**src/rtl/reflejos_pkg.sv**
```systemverilog
// Shared types and constants for the reflex-game sequencer.
// FSM encoding, LFSR seed, feedback LED patterns and small helpers.
package reflejos_pkg;

   typedef enum logic [2:0] {
      IDLE,
      LOAD,
      WAIT,
      SHOW,
      HIT,
      MISS,
      FB,
      DONE
   } state_t;

   localparam int          NUM_BTN   = 4;
   localparam logic [15:0] LFSR_SEED = 16'hACE1;
   localparam logic [3:0]  FB_HIT    = 4'b1111;
   localparam logic [3:0]  FB_MISS   = 4'b1001;
   localparam logic [9:0]  NO_TIME   = 10'd1023;

   function automatic logic [3:0] led_onehot(input logic [1:0] t);
      return 4'b0001 << t;
   endfunction

   // The ms counter is 11 bits; anything past 1023 reports as NO_TIME.
   function automatic logic [9:0] sat_ms(input logic [10:0] c);
      return c[10] ? NO_TIME : c[9:0];
   endfunction

endpackage

```
**src/rtl/reflejos_btn_sync.sv**
```systemverilog
// Button synchronizer: 2-FF sync plus registered copy, one-cycle press pulse on high-to-low.
// Latency 3 cycles from pin to the FSM acting on the edge; no backpressure.
module reflejos_btn_sync
   import reflejos_pkg::*;
(
   input  logic               Clock,
   input  logic               Reset,
   input  logic [NUM_BTN-1:0] btn,
   output logic [NUM_BTN-1:0] press_edge
);

   logic [NUM_BTN-1:0] meta;
   logic [NUM_BTN-1:0] sync;
   logic [NUM_BTN-1:0] sync_q;

   // Reset to the released level so a held button at reset never fires.
   always_ff @(posedge Clock) begin
      if (Reset) begin
         meta   <= '1;
         sync   <= '1;
         sync_q <= '1;
      end else begin
         meta   <= btn;
         sync   <= meta;
         sync_q <= sync;
      end
   end

   assign press_edge = ~sync & sync_q;

endmodule

```
**src/rtl/reflejos_ctrl.sv**
```systemverilog
// Reflex-game sequencer: LFSR-driven random delay and target, ms reaction timing, scoring.
// Outputs registered; button presses act 3 cycles after the pin; no backpressure.
module reflejos_ctrl #(
   parameter int TICK_DIV     = 27000,
   parameter int ROUNDS       = 8,
   parameter int MIN_DELAY_MS = 500,
   parameter int TIMEOUT_MS   = 1000,
   parameter int FB_MS        = 200
) (
   input  logic       Clock,
   input  logic       Reset,
   input  logic       start,
   input  logic [3:0] BTN,
   output logic [3:0] LED,
   output logic [3:0] score,
   output logic [3:0] round_idx,
   output logic [9:0] reaction_ms,
   output logic [9:0] best_ms,
   output logic       busy,
   output logic       game_over
);
   import reflejos_pkg::*;

   localparam int          TW        = $clog2(TICK_DIV + 1);
   localparam logic [TW-1:0] TICK_LAST = TW'(TICK_DIV - 1);
   localparam logic [10:0] MIN_C     = 11'(MIN_DELAY_MS);
   localparam logic [10:0] TIMEOUT_C = 11'(TIMEOUT_MS);
   localparam logic [10:0] FB_LAST   = 11'(FB_MS - 1);
   localparam logic [3:0]  ROUNDS_C  = 4'(ROUNDS);

   state_t          state;
   logic [15:0]     lfsr;
   logic            lfsr_fb;
   logic [TW-1:0]   tick_cnt;
   logic            tick;
   logic [10:0]     ms_cnt;
   logic [10:0]     delay_ms;
   logic [1:0]      target;
   logic [3:0]      press_edge;
   logic            any_edge;
   logic            wrong_edge;

   reflejos_btn_sync u_btn_sync (
      .Clock      (Clock),
      .Reset      (Reset),
      .btn        (BTN),
      .press_edge (press_edge)
   );

   assign lfsr_fb    = lfsr[15] ^ lfsr[13] ^ lfsr[12] ^ lfsr[10];
   assign tick       = (tick_cnt == TICK_LAST);
   assign any_edge   = |press_edge;
   assign wrong_edge = |(press_edge & ~led_onehot(target));

   // Every transition also zeroes tick_cnt so the first tick in a state
   // lands exactly TICK_DIV cycles after entry.
   always_ff @(posedge Clock) begin
      if (Reset) begin
         state       <= IDLE;
         LED         <= '0;
         score       <= '0;
         round_idx   <= '0;
         reaction_ms <= '0;
         best_ms     <= NO_TIME;
         busy        <= 1'b0;
         game_over   <= 1'b0;
         lfsr        <= LFSR_SEED;
         tick_cnt    <= '0;
         ms_cnt      <= '0;
         delay_ms    <= '0;
         target      <= '0;
      end else begin
         lfsr     <= {lfsr[14:0], lfsr_fb};
         tick_cnt <= tick ? '0 : tick_cnt + 1'b1;
         if (tick && ms_cnt != '1)
            ms_cnt <= ms_cnt + 1'b1;

         case (state)
            IDLE: begin
               LED <= '0;
               if (start) begin
                  state    <= LOAD;
                  busy     <= 1'b1;
                  tick_cnt <= '0;
               end
            end

            LOAD: begin
               delay_ms <= MIN_C + {1'b0, lfsr[9:0]};
               target   <= lfsr[11:10];
               ms_cnt   <= '0;
               LED      <= '0;
               state    <= WAIT;
               tick_cnt <= '0;
            end

            WAIT: begin
               // A press coinciding with delay expiry still counts as a false start.
               if (any_edge) begin
                  state    <= MISS;
                  tick_cnt <= '0;
               end else if (ms_cnt == delay_ms) begin
                  LED      <= led_onehot(target);
                  ms_cnt   <= '0;
                  state    <= SHOW;
                  tick_cnt <= '0;
               end
            end

            SHOW: begin
               if (any_edge) begin
                  reaction_ms <= sat_ms(ms_cnt);
                  state       <= wrong_edge ? MISS : HIT;
                  tick_cnt    <= '0;
               end else if (ms_cnt == TIMEOUT_C) begin
                  reaction_ms <= NO_TIME;
                  state       <= MISS;
                  tick_cnt    <= '0;
               end
            end

            HIT: begin
               if (score != ROUNDS_C)
                  score <= score + 1'b1;
               if (reaction_ms < best_ms)
                  best_ms <= reaction_ms;
               LED      <= FB_HIT;
               ms_cnt   <= '0;
               state    <= FB;
               tick_cnt <= '0;
            end

            MISS: begin
               LED      <= FB_MISS;
               ms_cnt   <= '0;
               state    <= FB;
               tick_cnt <= '0;
            end

            FB: begin
               if (tick && ms_cnt == FB_LAST) begin
                  round_idx <= round_idx + 1'b1;
                  tick_cnt  <= '0;
                  if (round_idx + 4'd1 == ROUNDS_C) begin
                     LED       <= score;
                     busy      <= 1'b0;
                     game_over <= 1'b1;
                     state     <= DONE;
                  end else begin
                     LED   <= '0;
                     state <= LOAD;
                  end
               end
            end

            DONE: begin
               LED <= score;
               if (start) begin
                  score       <= '0;
                  round_idx   <= '0;
                  best_ms     <= NO_TIME;
                  reaction_ms <= '0;
                  LED         <= '0;
                  busy        <= 1'b1;
                  game_over   <= 1'b0;
                  state       <= LOAD;
                  tick_cnt    <= '0;
               end
            end

            default: begin
               state <= IDLE;
               busy  <= 1'b0;
            end
         endcase
      end
   end

endmodule
```
**config.mk**
```make
export PLATFORM = sky130hd
export DESIGN_NAME = reflejos_ctrl
export DESIGN_NICKNAME = d
export VERILOG_FILES = /design/src/rtl/reflejos_pkg.sv /design/src/rtl/reflejos_btn_sync.sv /design/src/rtl/reflejos_ctrl.sv
export SDC_FILE = /design/constraint.sdc
export NUM_CORES = 1
export LEC_CHECK = 0
export BUFFER_PORTS_ARGS = -buffer_cell sky130_fd_sc_hd__buf_2
export CAP_MARGIN = 20
export CORE_MARGIN = 2
export CORE_UTILIZATION = 64
export DETAILED_ROUTE_END_ITERATION = 6
export HOLD_SLACK_MARGIN = 0.03
export PLACE_DENSITY = 0.94
export SYNTH_ARGS = -nofsm -noshare
export SYNTH_HDL_FRONTEND = slang
export SYNTH_SLANG_ARGS = --single-unit
```
**constraint.sdc**
```tcl
create_clock -name Clock -period 4.2 [get_ports Clock]
set_input_delay 0.84 -clock Clock [delete_from_list [all_inputs] [get_ports Clock]]
set_output_delay 0.84 -clock Clock [all_outputs]
set_load 0.01 [all_outputs]
```
## Yosys cells after proc, flatten, opt, wreduce, memory -nomap -nowiden

Cells that the tools add are included.

- Register bits after elaboration: 104
- Bits of input ports: 7
- Logic and storage cells: 124

- Add/subtract/negate cells: 5
- Magnitude comparators: 1
- Equal/unequal tests: 24
- Shifts and indexed selects: 1
- Muxes and demuxes: 48
- Bitwise gates (word level): 7
- Reduce and logical (&&, ||, !) cells: 22

Operators by type and width:

| cell | count |
|---|---|
| 15-bit two-way mux | 7 |
| 15-bit one-hot mux with 5 select lines | 1 |
| 10-bit two-way mux | 6 |
| 10-bit one-hot mux with 2 select lines | 2 |
| 11-bit two-way mux | 3 |
| 4-bit two-way mux | 8 |
| 4-bit one-hot mux with 6 select lines | 1 |
| 11-bit one-hot mux with 2 select lines | 1 |
| 3-bit two-way mux | 7 |
| 3-bit one-hot mux with 6 select lines | 1 |
| 4-bit one-hot mux with 2 select lines | 2 |
| 4-bit AND reduction | 4 |
| 15-bit by 1-bit adder with 15-bit output, second input constant | 1 |
| 15-bit == test, second input constant | 1 |
| 2-bit inequality test, second input constant | 7 |
| 3-bit == test, second input constant | 4 |
| 11-bit by 1-bit adder with 11-bit output, second input constant | 1 |
| 9-bit by 10-bit adder with 11-bit output, first input constant | 1 |
| 11-bit by 10-bit == test with 1-bit output, second input constant | 1 |
| 11-bit == test | 1 |
| 11-bit by 8-bit == test with 1-bit output, second input constant | 1 |
| 11-bit inequality test, second input constant | 1 |
| 10-bit < comparator | 1 |
| 3-bit AND reduction | 3 |
| 21 further kinds | 42 |

## Longest topological paths before layout

Gate-level depths: netlist (run 1).

- Depth after elaboration: 7
- Mapped depth: 9
- Mapped depth without buffers: 8

## Cells and area by module

A second synthesis (run 1) with hierarchy kept.

- Cell total of the unflattened synthesis: 557
- Area, all modules: 4818.4 µm²

By module, submodules not included:

| module | instances | cells each | area an instance (µm²) | sequential area each (µm²) |
|---|---|---|---|---|
| reflejos_ctrl | 1 | 528 | 4466.8 | 1841.8 |
| reflejos_btn_sync | 1 | 29 | 351.6 | 240.2 |

## Worst setup path after synthesis (run 1)

Ideal clock, no wire load.

- Kind: register -> register
- From: register ms_cnt[0]
- To: register ms_cnt[8]
- Library setup time: 0.070 ns
- Arrival time: 2.186 ns
- Required time: 4.130 ns
- Path slack: 1.945 ns
- Stages on the path, launching flop included: 8
- Path buffers: 0
- Period minus slack after synthesis: 2.255 ns
- Cells stage by stage: dfxtp_1 ha_1 and4_1 and3_1 a2111oi_4 nand3_1 or3_1 a21oi_1

- Longest elaborated chain between the ends: 6
- Elaborated cells on any way between the ends: 8
- Classes of those cells: 1 x add/sub; 2 x eq/ne; 4 x mux; 1 x reduce/logical

RTL lines:

| what | line | source |
|---|---|---|
| start, declared | reflejos_ctrl.sv:36 | `logic [10:0] ms_cnt;` |
| start signal, assigned | reflejos_ctrl.sv:76 | `ms_cnt <= ms_cnt + 1'b1;` |
| parallel branches: the longest is 5 deep, another holds 11-bit by 1-bit adder with 11-bit output | n/a |  |
| 11-bit one-hot mux with 2 select lines (*) | reflejos_ctrl.sv:78 | `case (state)` |

Every way passes the cells marked *.
A chain may end at the register's enable or synchronous reset.

## Worst setup path after layout (run 1)

- From: register state[0]
- To: register best_ms[5]

- Longest elaborated chain between the ends: 3
- Elaborated cells on any way between the ends: 7
- Classes of those cells: 4 x eq/ne; 1 x mux; 2 x reduce/logical

RTL lines:

| what | line | source |
|---|---|---|
| start, declared | reflejos_ctrl.sv:31 | `state_t state;` |
| start signal, assigned | reflejos_ctrl.sv:113 | `state <= wrong_edge ? MISS : HIT;` |
| 3-bit == test | reflejos_ctrl.sv:78 |  |
| 2-bit inequality test (no line) or 2-bit nonzero test (tied branches) | n/a |  |
| 3-bit AND reduction (no line) | n/a |  |
| end signal, assigned | reflejos_ctrl.sv:126 | `best_ms <= reaction_ms;` |
| end, declared | reflejos_ctrl.sv:18 | `output logic [9:0] best_ms,` |

Several ways; a longest one is shown, not always the timed one.

==> metrics, run 1 <==
kind of end point of the critical path=flip-flop; CP top delay family=simple AND/OR/NAND/NOR gates; highest-delay cell along the critical path=sky130_fd_sc_hd__and3_1; DRC=0; maximum level of the CTS H-tree=3; max-cap viol count=0; number of buffers created by CTS=9; Post-DP HPWL=~7000 µm; Mapped Nets=582; top cells by count, synth=104 x sky130_fd_sc_hd__dfxtp_1, 82 x sky130_fd_sc_hd__nor2_1, 46 x sky130_fd_sc_hd__nand2_1; Worst Hold Class=reg2reg; final setup violation count=0; effective utilization at floorplan=66.2%; Placer Congestion=0.915; remaining global-route overflow=0; gate count of the mapped netlist=558; Bufs and invs on worst path=1; number of placed I/O pins=41; crit path kind=reg2reg; Final period util=between 50% and 60%; number of clock sinks seen by CTS=104; status=complete, no violations; Chip Width=about 90 µm; clk buf depth=2; Top FF cell, synth=sky130_fd_sc_hd__dfxtp_1; ANT nets after route=0; Peak VDD IR=roughly 0.26 mV; post-detailed-route wirelength per cell=14.5 µm; register bit total from synthesis=104; Area growth, synth to finish=9.20%; Post-Syn Area per Cell=8.66 µm²; Rel. slew slack=53.4%; via count of the first global-routing pass=3697; hold path startpoint=u_btn_sync.meta[1]$_SDFF_PP1_; CP required=4.45 ns; setup clock skew after layout=roughly 0.012 ns; area enclosed by the die boundary=8260 µm²; clock latency reported for the late side of the worst-skew pair=0.36 ns; Resized cells post-CTS=0; EDFF count, synth=0; via density per instance=5.74; area inside the core boundary=7290 µm²; count of antenna diodes in the layout=0; clock root buffer=sky130_fd_sc_hd__clkbuf_8; total design power=approximately 2.5 mW; worst r2r dst=best_ms[5]$_SDFFE_PP1P_; max-slew violations=0; hold bufs inserted after CTS=0; worst-case hold path end point=u_btn_sync.sync[1]$_SDFF_PP1_; total global-route track usage=25.1%; largest net degree at the start of global routing=57; Least-Margin Pin Slew=0.699 ns; clock transition at the registers of the reported paths=0.10 ns; Iteration-0 DRC Markers=377; launch instance of the worst register-to-register path=state[0]$_SDFFE_PP0P_; most common cell in the synthesized netlist=sky130_fd_sc_hd__dfxtp_1; Post-layout nets=609; top area cells in the synthesized netlist=sky130_fd_sc_hd__dfxtp_1 43%, sky130_fd_sc_hd__nor2_1 6.4%, sky130_fd_sc_hd__xor2_1 5.1%; fraction of registers with async set or reset after synthesis=0%; Cell Area, Synth=between 4000 and 5000 µm²; Placement Rows=31; portion of the post-synthesis area used by sequential elements=43.1%; cell count of the worst hold path=1; number of unique standard cell types used by synthesis=between 50 and 60; TritonCTS clock tree=done; total of buffers placed on input and output ports=40; initial antenna violation count=0; biggest cell delay along the critical path=0.71 ns; min cycle time layout=approximately 2.5 ns; leakage power figure=2.20 nW; worst path arrival time=2.75 ns; maximum fanout along the worst path=20; final total negative setup slack=0 ns; Die Height=a little over 90 µm; Worst Setup Start Kind=flip-flop; worst setup slack for register-to-register paths=1.70 ns; Initial DRT Pass Iterations=5; PwrDens=469 nW/µm²; Synth area leader=sky130_fd_sc_hd__dfxtp_1; top cell type's share of synthesized area=43.1%; final routed wirelength across all metal layers=about 10000 µm; ratio of cells with drive above 1 in the final layout=15.1%; total count of hold-check failures in the final report=0; warning count from the yosys run=0; via count=just under 4000; maximum frequency from static timing analysis=400 MHz; post-CTS setup buffer count=0; ordered list of cells on the worst path=and3_1, nand2b_1, o311ai_0, a41oi_1, buf_4, mux2i_1; Register-to-Register Path Depth=6; unrepaired setup endpoints after global routing=no; global-route wire length before repair=17100 µm
worst max path at each step:
stage	start	endpoint	slack, ns	cells past startpoint
6_report	state[0]$_SDFFE_PP0P_	best_ms[5]$_SDFFE_PP1P_	1.70	6
2_1_floorplan	ms_cnt[0]$_SDFF_PP0_	ms_cnt[8]$_SDFF_PP0_	1.94	7
5_1_grt	state[0]$_SDFFE_PP0P_	LED[0]$_SDFFE_PP0P_	1.51	6
3_5_place_dp	ms_cnt[0]$_SDFF_PP0_	ms_cnt[8]$_SDFF_PP0_	1.73	7
4_1_cts	state[0]$_SDFFE_PP0P_	best_ms[5]$_SDFFE_PP1P_	1.72	6
3_3_place_gp	ms_cnt[0]$_SDFF_PP0_	ms_cnt[8]$_SDFF_PP0_	1.83	7
metrics by stage:
stage	cells	setup WS, ns	instance area, µm²	util, %	hold slack, ns
after floorplan	558	1.94	4830	-	0.389
after global placement	672	1.83	5070	69.5	0.392
after detailed placement	672	1.73	5070	69.5	0.398
after CTS	687	1.72	5270	72.2	0.411
after global routing	688	1.51	5270	72.3	0.428
final	688	1.70	5270	72.3	0.404
cell families (layout without fill, tap and decap cells):
family | after synthesis | count (layout) | share of synthesized area, %
AND/OR/NAND/NOR | 253 | 253 | 26.5
buffers and inverters | 47 | 78 | 3.68
AO/OA/AOI/OAI | 79 | 79 | 11.2
XOR/XNOR | 41 | 41 | 7.44
multiplexers | 17 | 17 | 3.65
flip-flops | 104 | 104 | 43.1
adder cells (fa/ha/maj) | 17 | 17 | 4.40
layout make-up:
cell class / instances / area (µm²)
multi-input cells: 407 / 2570
flip-flops and latches: 104 / 2080
fillers: 529 / 2020
repair buffers: 44 / 230
clock buffers: 11 / 141
well taps: 99 / 124
inverters: 19 / 71.3
clock inverters: 4 / 55.1
flip-flops by register name, summed over array words and instances (netlist names), 2 cells and up:
name,flops
LED,4
target,2
u_btn_sync.sync_q,4
round_idx,4
ms_cnt,11
reaction_ms,10
score,4
u_btn_sync.meta,4
delay_ms,11
lfsr,16
tick_cnt,15
state,3
u_btn_sync.sync,4
best_ms,10
cell usage in the layout, fill, tap and decap left out, types with 17 or more instances in the layout:
| cell | instances |
|---|---|
| sky130_fd_sc_hd__nor2b_1 | 17 |
| sky130_fd_sc_hd__nand2_1 | 46 |
| sky130_fd_sc_hd__nor2_1 | 82 |
| sky130_fd_sc_hd__or2_2 | 19 |
| sky130_fd_sc_hd__nor3_1 | 18 |
| sky130_fd_sc_hd__dfxtp_1 | 104 |
| sky130_fd_sc_hd__ha_1 | 17 |
| sky130_fd_sc_hd__xor2_1 | 28 |
| sky130_fd_sc_hd__buf_2 | 40 |
| sky130_fd_sc_hd__inv_1 | 19 |
| sky130_fd_sc_hd__a21oi_1 | 30 |
per-layer routing:
metal / global-route usage, % / up-vias / part of all wire [%]
met5: 0 / - / 0
met4: 8.84 / 0 / 2.3
met3: 4.26 / 25 / 4.8
met2: 42.7 / 115 / 49
met1: 32.2 / 1845 / 43
li1: - / 1964 / -
report_power, final:
group | total [mW] | internal (mW) | leakage (nW) | switching [mW]
combinational | 0.624 | 0.264 | 1.26 | 0.359
sequential | 1.23 | 1.10 | 0.849 | 0.127
clock | 0.626 | 0.291 | 0.0956 | 0.335
(Power assumes the default switching activity.)
==> inputs of run 2 (changes only) <==
--- a/config.mk
+++ b/config.mk
@@ -8,10 +8,10 @@
 export BUFFER_PORTS_ARGS = -buffer_cell sky130_fd_sc_hd__buf_2
 export CAP_MARGIN = 20
 export CORE_MARGIN = 2
-export CORE_UTILIZATION = 64
+export CORE_UTILIZATION = 59
 export DETAILED_ROUTE_END_ITERATION = 6
 export HOLD_SLACK_MARGIN = 0.03
-export PLACE_DENSITY = 0.94
+export PLACE_DENSITY = 0.88
 export SYNTH_ARGS = -nofsm -noshare
 export SYNTH_HDL_FRONTEND = slang
 export SYNTH_SLANG_ARGS = --single-unit
==> constraint.sdc (replaced) <==
create_clock -name Clock -period 2.4 [get_ports Clock]
set_input_delay 0.48 -clock Clock [delete_from_list [all_inputs] [get_ports Clock]]
set_output_delay 0.48 -clock Clock [all_outputs]
set_load 0.01 [all_outputs]
==> run 2 against run 1 <==
  * Clock skew rose by 0.0013 ns
  * Setup slack got worse by 1.6 ns
  * Count of clock-buffer cells in the layout fell by 2
  * Non-clock buffer count up 12
  * Clock power up 90%
  * Critical path type unchanged
  * Critical endpoint is now LED[1]$_SDFFE_PP0P_
  * Largest cell class unchanged
  * Largest power group unchanged
==> metrics, run 2 (same netlist as run 1, synthesis figures left out) <==
storage element area=2080 µm² (unchanged); core utilization of the finished layout=69.1% (-3.2 points); cell count of the worst hold path=2 (+1); Initial DRT Pass Iterations=5 (unchanged); Iteration-0 DRC Markers=216 (-43%); total of buffers placed on input and output ports=40 (unchanged); count of antenna diodes in the layout=0 (unchanged); footprint of the multi-input gates=2590 µm² (+0.97%); via count of the first global-routing pass=3763 (+1.8%); global-route wire length before repair=16800 µm (-2.1%); Rel. slew slack=63.8% (+10 points); Final period util=94.3% (+35 points); met2 wire length=5020 µm (+1.8%); status=complete, no violations; final routed wirelength across all metal layers=9970 µm (about the same); post-detailed-route wirelength per cell=14.2 µm (-2.2%); largest net degree at the start of global routing=51 (-11%); maximum level of the CTS H-tree=3 (unchanged); commonest cells after routing, fill and taps aside=104 x sky130_fd_sc_hd__dfxtp_1, 82 x sky130_fd_sc_hd__nor2_1, 46 x sky130_fd_sc_hd__nand2_1; maximum frequency from static timing analysis=442 MHz (+10%); effective utilization at floorplan=61.5% (-4.7 points); number of buffers created by CTS=9 (unchanged); area inside the core boundary=7850 µm² (+7.6%); initial antenna violation count=0 (unchanged); Worst Hold Class=in2reg; final setup violation count=0 (unchanged); setup clock skew after layout=0.0129 ns (+0.00128 ns); worst path arrival time=2.53 ns (-0.22 ns); leakage power figure=2.28 nW (+3.3%); clock transition at the registers of the reported paths=0.10 ns (about the same); number of clock sinks seen by CTS=104 (unchanged); ANT nets after route=0 (unchanged); total count of hold-check failures in the final report=0 (unchanged); Register-to-Register Path Depth=7 (+1); final total negative setup slack=0 ns (unchanged); largest register by flop count=lfsr; Die Height=94.5 µm (+4.0%); crit path kind=reg2reg; Placer Congestion=0.870 (-4.9%); remaining global-route overflow=0 (unchanged); Chip Width=94.5 µm (+4.0%); CP required=2.67 ns (-1.78 ns); Post-layout nets=621 (+2.0%); Post-DP HPWL=7150 µm (+1.6%); ratio of cells with drive above 1 in the final layout=17.5% (+2.4 points); top flop regs=lfsr (16), tick_cnt (15); Least-Margin Pin Slew=0.539 ns (-0.161 ns); kind of end point of the critical path=flip-flop; via density per instance=5.76 (+0.37%); Area growth, synth to finish=12.3%; metal1 wirelength=4280 µm (-1.2%); total global-route track usage=23.4% (-1.7 points); maximum fanout along the worst path=7 (-65%); max-slew violations=0 (unchanged); met3 wirelength from detailed routing=453 µm (-5.8%); area enclosed by the die boundary=8930 µm² (+8.1%); Largest register FFs=16 (unchanged); unrepaired setup endpoints after global routing=no; DRC=0 (unchanged); Placement Rows=32 (+3.2%); top routing layer used=met4; worst setup slack for register-to-register paths=0.14 ns (-1.56 ns); clock root buffer=sky130_fd_sc_hd__clkbuf_8; TritonCTS clock tree=done; number of placed I/O pins=41 (unchanged); clk buf depth=2 (unchanged); number of filler cells placed in the layout=604 (+14%); via count=4050 (+2.6%); Peak VDD IR=0.359 mV (+40%); most common cell after layout, fill and taps aside=sky130_fd_sc_hd__dfxtp_1; clock latency reported for the late side of the worst-skew pair=0.37 ns (about the same); PwrDens=821 nW/µm² (+75%); Worst Setup Start Kind=flip-flop; max-cap viol count=0 (unchanged); min cycle time layout=2.26 ns (-0.236 ns)
[run 2: changes by cell type in the layout (fill, tap and decap cells not counted), sizes merged]
| cell | previous run | this run |
|---|---|---|
| inv | 19 | 21 |
| bufinv | 1 | 2 |
| clkbuf | 12 | 9 |
| clkinv | 2 | 0 |
| clkinvlp | 1 | 2 |
| buf | 43 | 56 |
[run 2: worst paths after layout]
check	start	endpoint
min	BTN[3]	u_btn_sync.meta[3]$_SDFF_PP1_
max reg2reg	ms_cnt[8]$_SDFF_PP0_	LED[1]$_SDFFE_PP0P_
max	ms_cnt[8]$_SDFF_PP0_	LED[1]$_SDFFE_PP0P_
min reg2reg	u_btn_sync.meta[0]$_SDFF_PP1_	u_btn_sync.sync[0]$_SDFF_PP1_
[run 2: critical path, cell delays in order, from the launching register on]
cell	delay (ns)
sky130_fd_sc_hd__dfxtp_1	0.50
sky130_fd_sc_hd__xor2_1	0.12
sky130_fd_sc_hd__nor4_1	0.32
sky130_fd_sc_hd__nand3_1	0.22
sky130_fd_sc_hd__or3_1	0.36
sky130_fd_sc_hd__a21oi_1	0.16
sky130_fd_sc_hd__buf_4	0.15
sky130_fd_sc_hd__mux2_2	0.33
[run 2: what timing repair did]
| action | in CTS | in global routing |
|---|---|---|
| gates resized for setup | 0 | 4 |
| buffers inserted | 0 | 2 |
| hold buffers | 0 | 0 |
| setup endpoints to repair | 0 | 2 |
[run 2: metal layers]
layer	global-route usage, %	vias up
met5	0	-
met4	9.30	0
met3	4.31	23
met2	40.7	121
met1	28.5	1913
li1	-	1993
[run 2: through the flow]
stage | instance area [µm²] | power [mW] | setup WS, ns | std cells | hold WS [ns]
detailed placement | 5170 | 3.27 | 0.0796 | 686 | 0.397
CTS | 5390 | 4.46 | 0.0563 | 701 | 0.283
finish | 5430 | 4.46 | 0.136 | 703 | 0.288
global route | 5430 | 4.73 | 0.00460 | 703 | 0.284
floorplan | 4830 | 2.95 | 0.145 | 558 | 0.389
global placement | 5170 | 3.22 | 0.141 | 686 | 0.391
[run 2: final cells by class]
type	count	area share (%)
Clock buffer	9	2.28
Tap cell	102	2.35
Inverter	19	1.31
Timing Repair Buffer	56	6.13
Clock inverter	6	1.71
Sequential cell	104	38.4
Multi-Input combinational cell	407	47.8
[run 2: power by group]
group | total (mW) | internal (mW) | switching [mW]
Sequential | 2.15 | 1.92 | 0.223
Combinational | 1.12 | 0.491 | 0.633
Clock | 1.19 | 0.589 | 0.597
==> inputs of run 3 (changes only) <==
--- a/config.mk
+++ b/config.mk
@@ -7,7 +7,7 @@
 export LEC_CHECK = 0
 export BUFFER_PORTS_ARGS = -buffer_cell sky130_fd_sc_hd__buf_2
 export CAP_MARGIN = 20
-export CORE_MARGIN = 2
+export CORE_MARGIN = 5
 export CORE_UTILIZATION = 59
 export DETAILED_ROUTE_END_ITERATION = 6
 export HOLD_SLACK_MARGIN = 0.03
==> run 3 against run 2 <==
  * Critical path depth stayed put
  * Sequential share of layout area down 0.15 points
  * Via count down 0.72%
  * Setup slack improved by 0.0044 ns
  * Sequential power about the same
  * Global-route usage decreased by 2.3 points
  * Critical path type unchanged
  * Largest cell class unchanged
  * Largest power group unchanged
==> metrics, run 3 (same netlist as run 1, synthesis figures left out) <==
count of antenna diodes in the layout=0 (unchanged); via density per instance=5.67 (-1.6%); worst path arrival time=2.56 ns (+0.03 ns); number of buffers created by CTS=9 (unchanged); maximum fanout along the worst path=8 (+1); Bufs and invs on worst path=0 (-1); cell count of the worst hold path=2 (unchanged); net switching share of the total power=33.1% (+0.50 points); number of clock sinks seen by CTS=104 (unchanged); TritonCTS clock tree=done; ratio of cells with drive above 1 in the final layout=18.5% (+1.1 points); storage element area=2080 µm² (+0.12%); final setup violation count=0 (unchanged); Area growth, synth to finish=12.9%; footprint of the multi-input gates=2600 µm² (+0.29%); CP top delay family=simple AND/OR/NAND/NOR gates; smallest hold slack=0.295 ns (+0.00665 ns); max-cap viol count=0 (unchanged); Largest register FFs=16 (unchanged); combinational fraction of design power=25.0% (-0.2 points); Initial DRT Pass Iterations=4 (-1); maximum level of the CTS H-tree=3 (unchanged); total count of hold-check failures in the final report=0 (unchanged); Worst Setup Start Kind=flip-flop; ordered list of cells on the worst path=ha_2, nand4b_1, nor4_4, a31oi_4, a21o_1, or4b_1, a21oi_1; maximum frequency from static timing analysis=443 MHz (+0.19%); clock root buffer=sky130_fd_sc_hd__clkbuf_8; setup clock skew after layout=0.00958 ns (-0.00328 ns); Least-Margin Pin Slew=0.467 ns (-0.0720 ns); hold bufs inserted after CTS=0 (unchanged); min cycle time layout=2.26 ns (-0.00436 ns); remaining global-route overflow=0 (unchanged); Worst Hold Class=in2reg; effective utilization at floorplan=59.7% (-1.9 points); largest net degree at the start of global routing=46 (-9.8%); global-route wire length before repair=17500 µm (+4.4%); net switching component of the power=1.49 mW (+2.3%); number of filler cells placed in the layout=617 (+2.2%); final total negative setup slack=0 ns (unchanged); Iteration-0 DRC Markers=120 (-44%); kind of end point of the critical path=flip-flop; Die Height=100 µm (+6.4%); clock network fraction of design power=27.3% (+0.7 points); part of the total power dissipated in sequential elements=47.7% (-0.4 points); biggest cell delay along the critical path=0.48 ns (-0.02 ns); Register-to-Register Path Depth=7 (unchanged); Final period util=94.2% (-0.18 points); clock transition at the registers of the reported paths=0.10 ns (about the same); DRC=0 (unchanged); area enclosed by the die boundary=10100 µm² (+13%); clk buf depth=2 (unchanged); Chip Width=100 µm (+6.4%); via count=4021 (-0.72%); ANT nets after route=0 (unchanged); status=complete, no violations; number of placed I/O pins=41 (unchanged); crit path kind=reg2reg; max-slew violations=0 (unchanged); final routed wirelength across all metal layers=10200 µm (+2.5%); Post-layout nets=623 (+0.32%); unrepaired setup endpoints after global routing=no; clock latency reported for the late side of the worst-skew pair=0.37 ns (about the same); leakage power figure=2.29 nW (+0.63%); post-detailed-route wirelength per cell=14.4 µm (+1.6%); Peak VDD IR=0.363 mV (+1.0%); commonest cells after routing, fill and taps aside=102 x sky130_fd_sc_hd__dfxtp_1, 82 x sky130_fd_sc_hd__nor2_1, 46 x sky130_fd_sc_hd__nand2_1; Rel. slew slack=68.9% (+5.1 points); PwrDens=824 nW/µm² (+0.28%); top flop regs=lfsr (16), tick_cnt (15); Post-DP HPWL=7270 µm (+1.7%); initial antenna violation count=0 (unchanged); Placer Congestion=0.876 (+0.61%); area inside the core boundary=8090 µm² (+3.1%); total global-route track usage=21.0% (-2.3 points); Int Pwr=3.00 mW (about the same); Placement Rows=33 (+3.1%); CP required=2.70 ns (+0.03 ns); largest register by flop count=lfsr; highest-delay cell along the critical path=sky130_fd_sc_hd__or4b_1; most common cell after layout, fill and taps aside=sky130_fd_sc_hd__dfxtp_1; via count of the first global-routing pass=3900 (+3.6%); count of cell instances traversed by the critical path=7 (unchanged); total of buffers placed on input and output ports=40 (unchanged)
run 3: metrics by stage:
stage | power (mW) | area (µm²) | utilization, % | worst slack, ns | std cells
finish | 4.49 | 5450 | 67.4 | 0.140 | 709
detailed placement | 3.26 | 5170 | 63.9 | 0.0887 | 691
CTS | 4.48 | 5400 | 66.8 | 0.0556 | 707
global placement | 3.21 | 5170 | 63.9 | 0.134 | 691
global route | 4.74 | 5450 | 67.4 | 0.0190 | 709
floorplan | 2.95 | 4830 | - | 0.145 | 558
run 3: power groups by stage:
| stage | registers [mW] | logic (mW) | clock network, mW |
|---|---|---|---|
| 3_3_place_gp | 2.16 | 1.05 | 0 |
| 4_1_cts | 2.13 | 1.11 | 1.24 |
| 6_report | 2.14 | 1.12 | 1.23 |
| 3_5_place_dp | 2.17 | 1.09 | 0 |
| 2_1_floorplan | 2.12 | 0.836 | 0 |
| 5_1_grt | 2.17 | 1.26 | 1.31 |
run 3: cell type report:
| class | count | share of cell area (%) |
|---|---|---|
| Clock buffer | 9 | 2.27 |
| Sequential cell | 104 | 38.2 |
| Inverter | 19 | 1.31 |
| Multi-Input combinational cell | 407 | 47.7 |
| Clock inverter | 7 | 1.90 |
| Tap cell | 105 | 2.41 |
| Timing Repair Buffer | 58 | 6.15 |
run 3: worst paths after layout:
kind                                       from                             to  slack [ns]
setup / recovery         tick_cnt[1]$_SDFF_PP0_      round_idx[2]$_SDFFE_PP0P_        0.14
hold / removal                           BTN[2]  u_btn_sync.meta[2]$_SDFF_PP1_        0.29
setup reg to reg         tick_cnt[1]$_SDFF_PP0_      round_idx[2]$_SDFFE_PP0P_        0.14
hold reg to reg   u_btn_sync.meta[3]$_SDFF_PP1_  u_btn_sync.sync[3]$_SDFF_PP1_        0.41
run 3: repair_timing:
action | 4_1_cts | 5_1_grt
setup endpoints to repair | 0 | 6
resized for setup | 0 | 8
hold endpoints to repair | 0 | 0
setup buffers | 0 | 2
run 3: layer usage:
metal | wire, µm | track usage, % | up-vias
met4 | 223 | 9.22 | 0
met3 | 484 | 3.25 | 21
met5 | 0 | 0 | -
li1 | - | - | 1988
met2 | 5210 | 37.5 | 115
met1 | 4300 | 24.9 | 1897
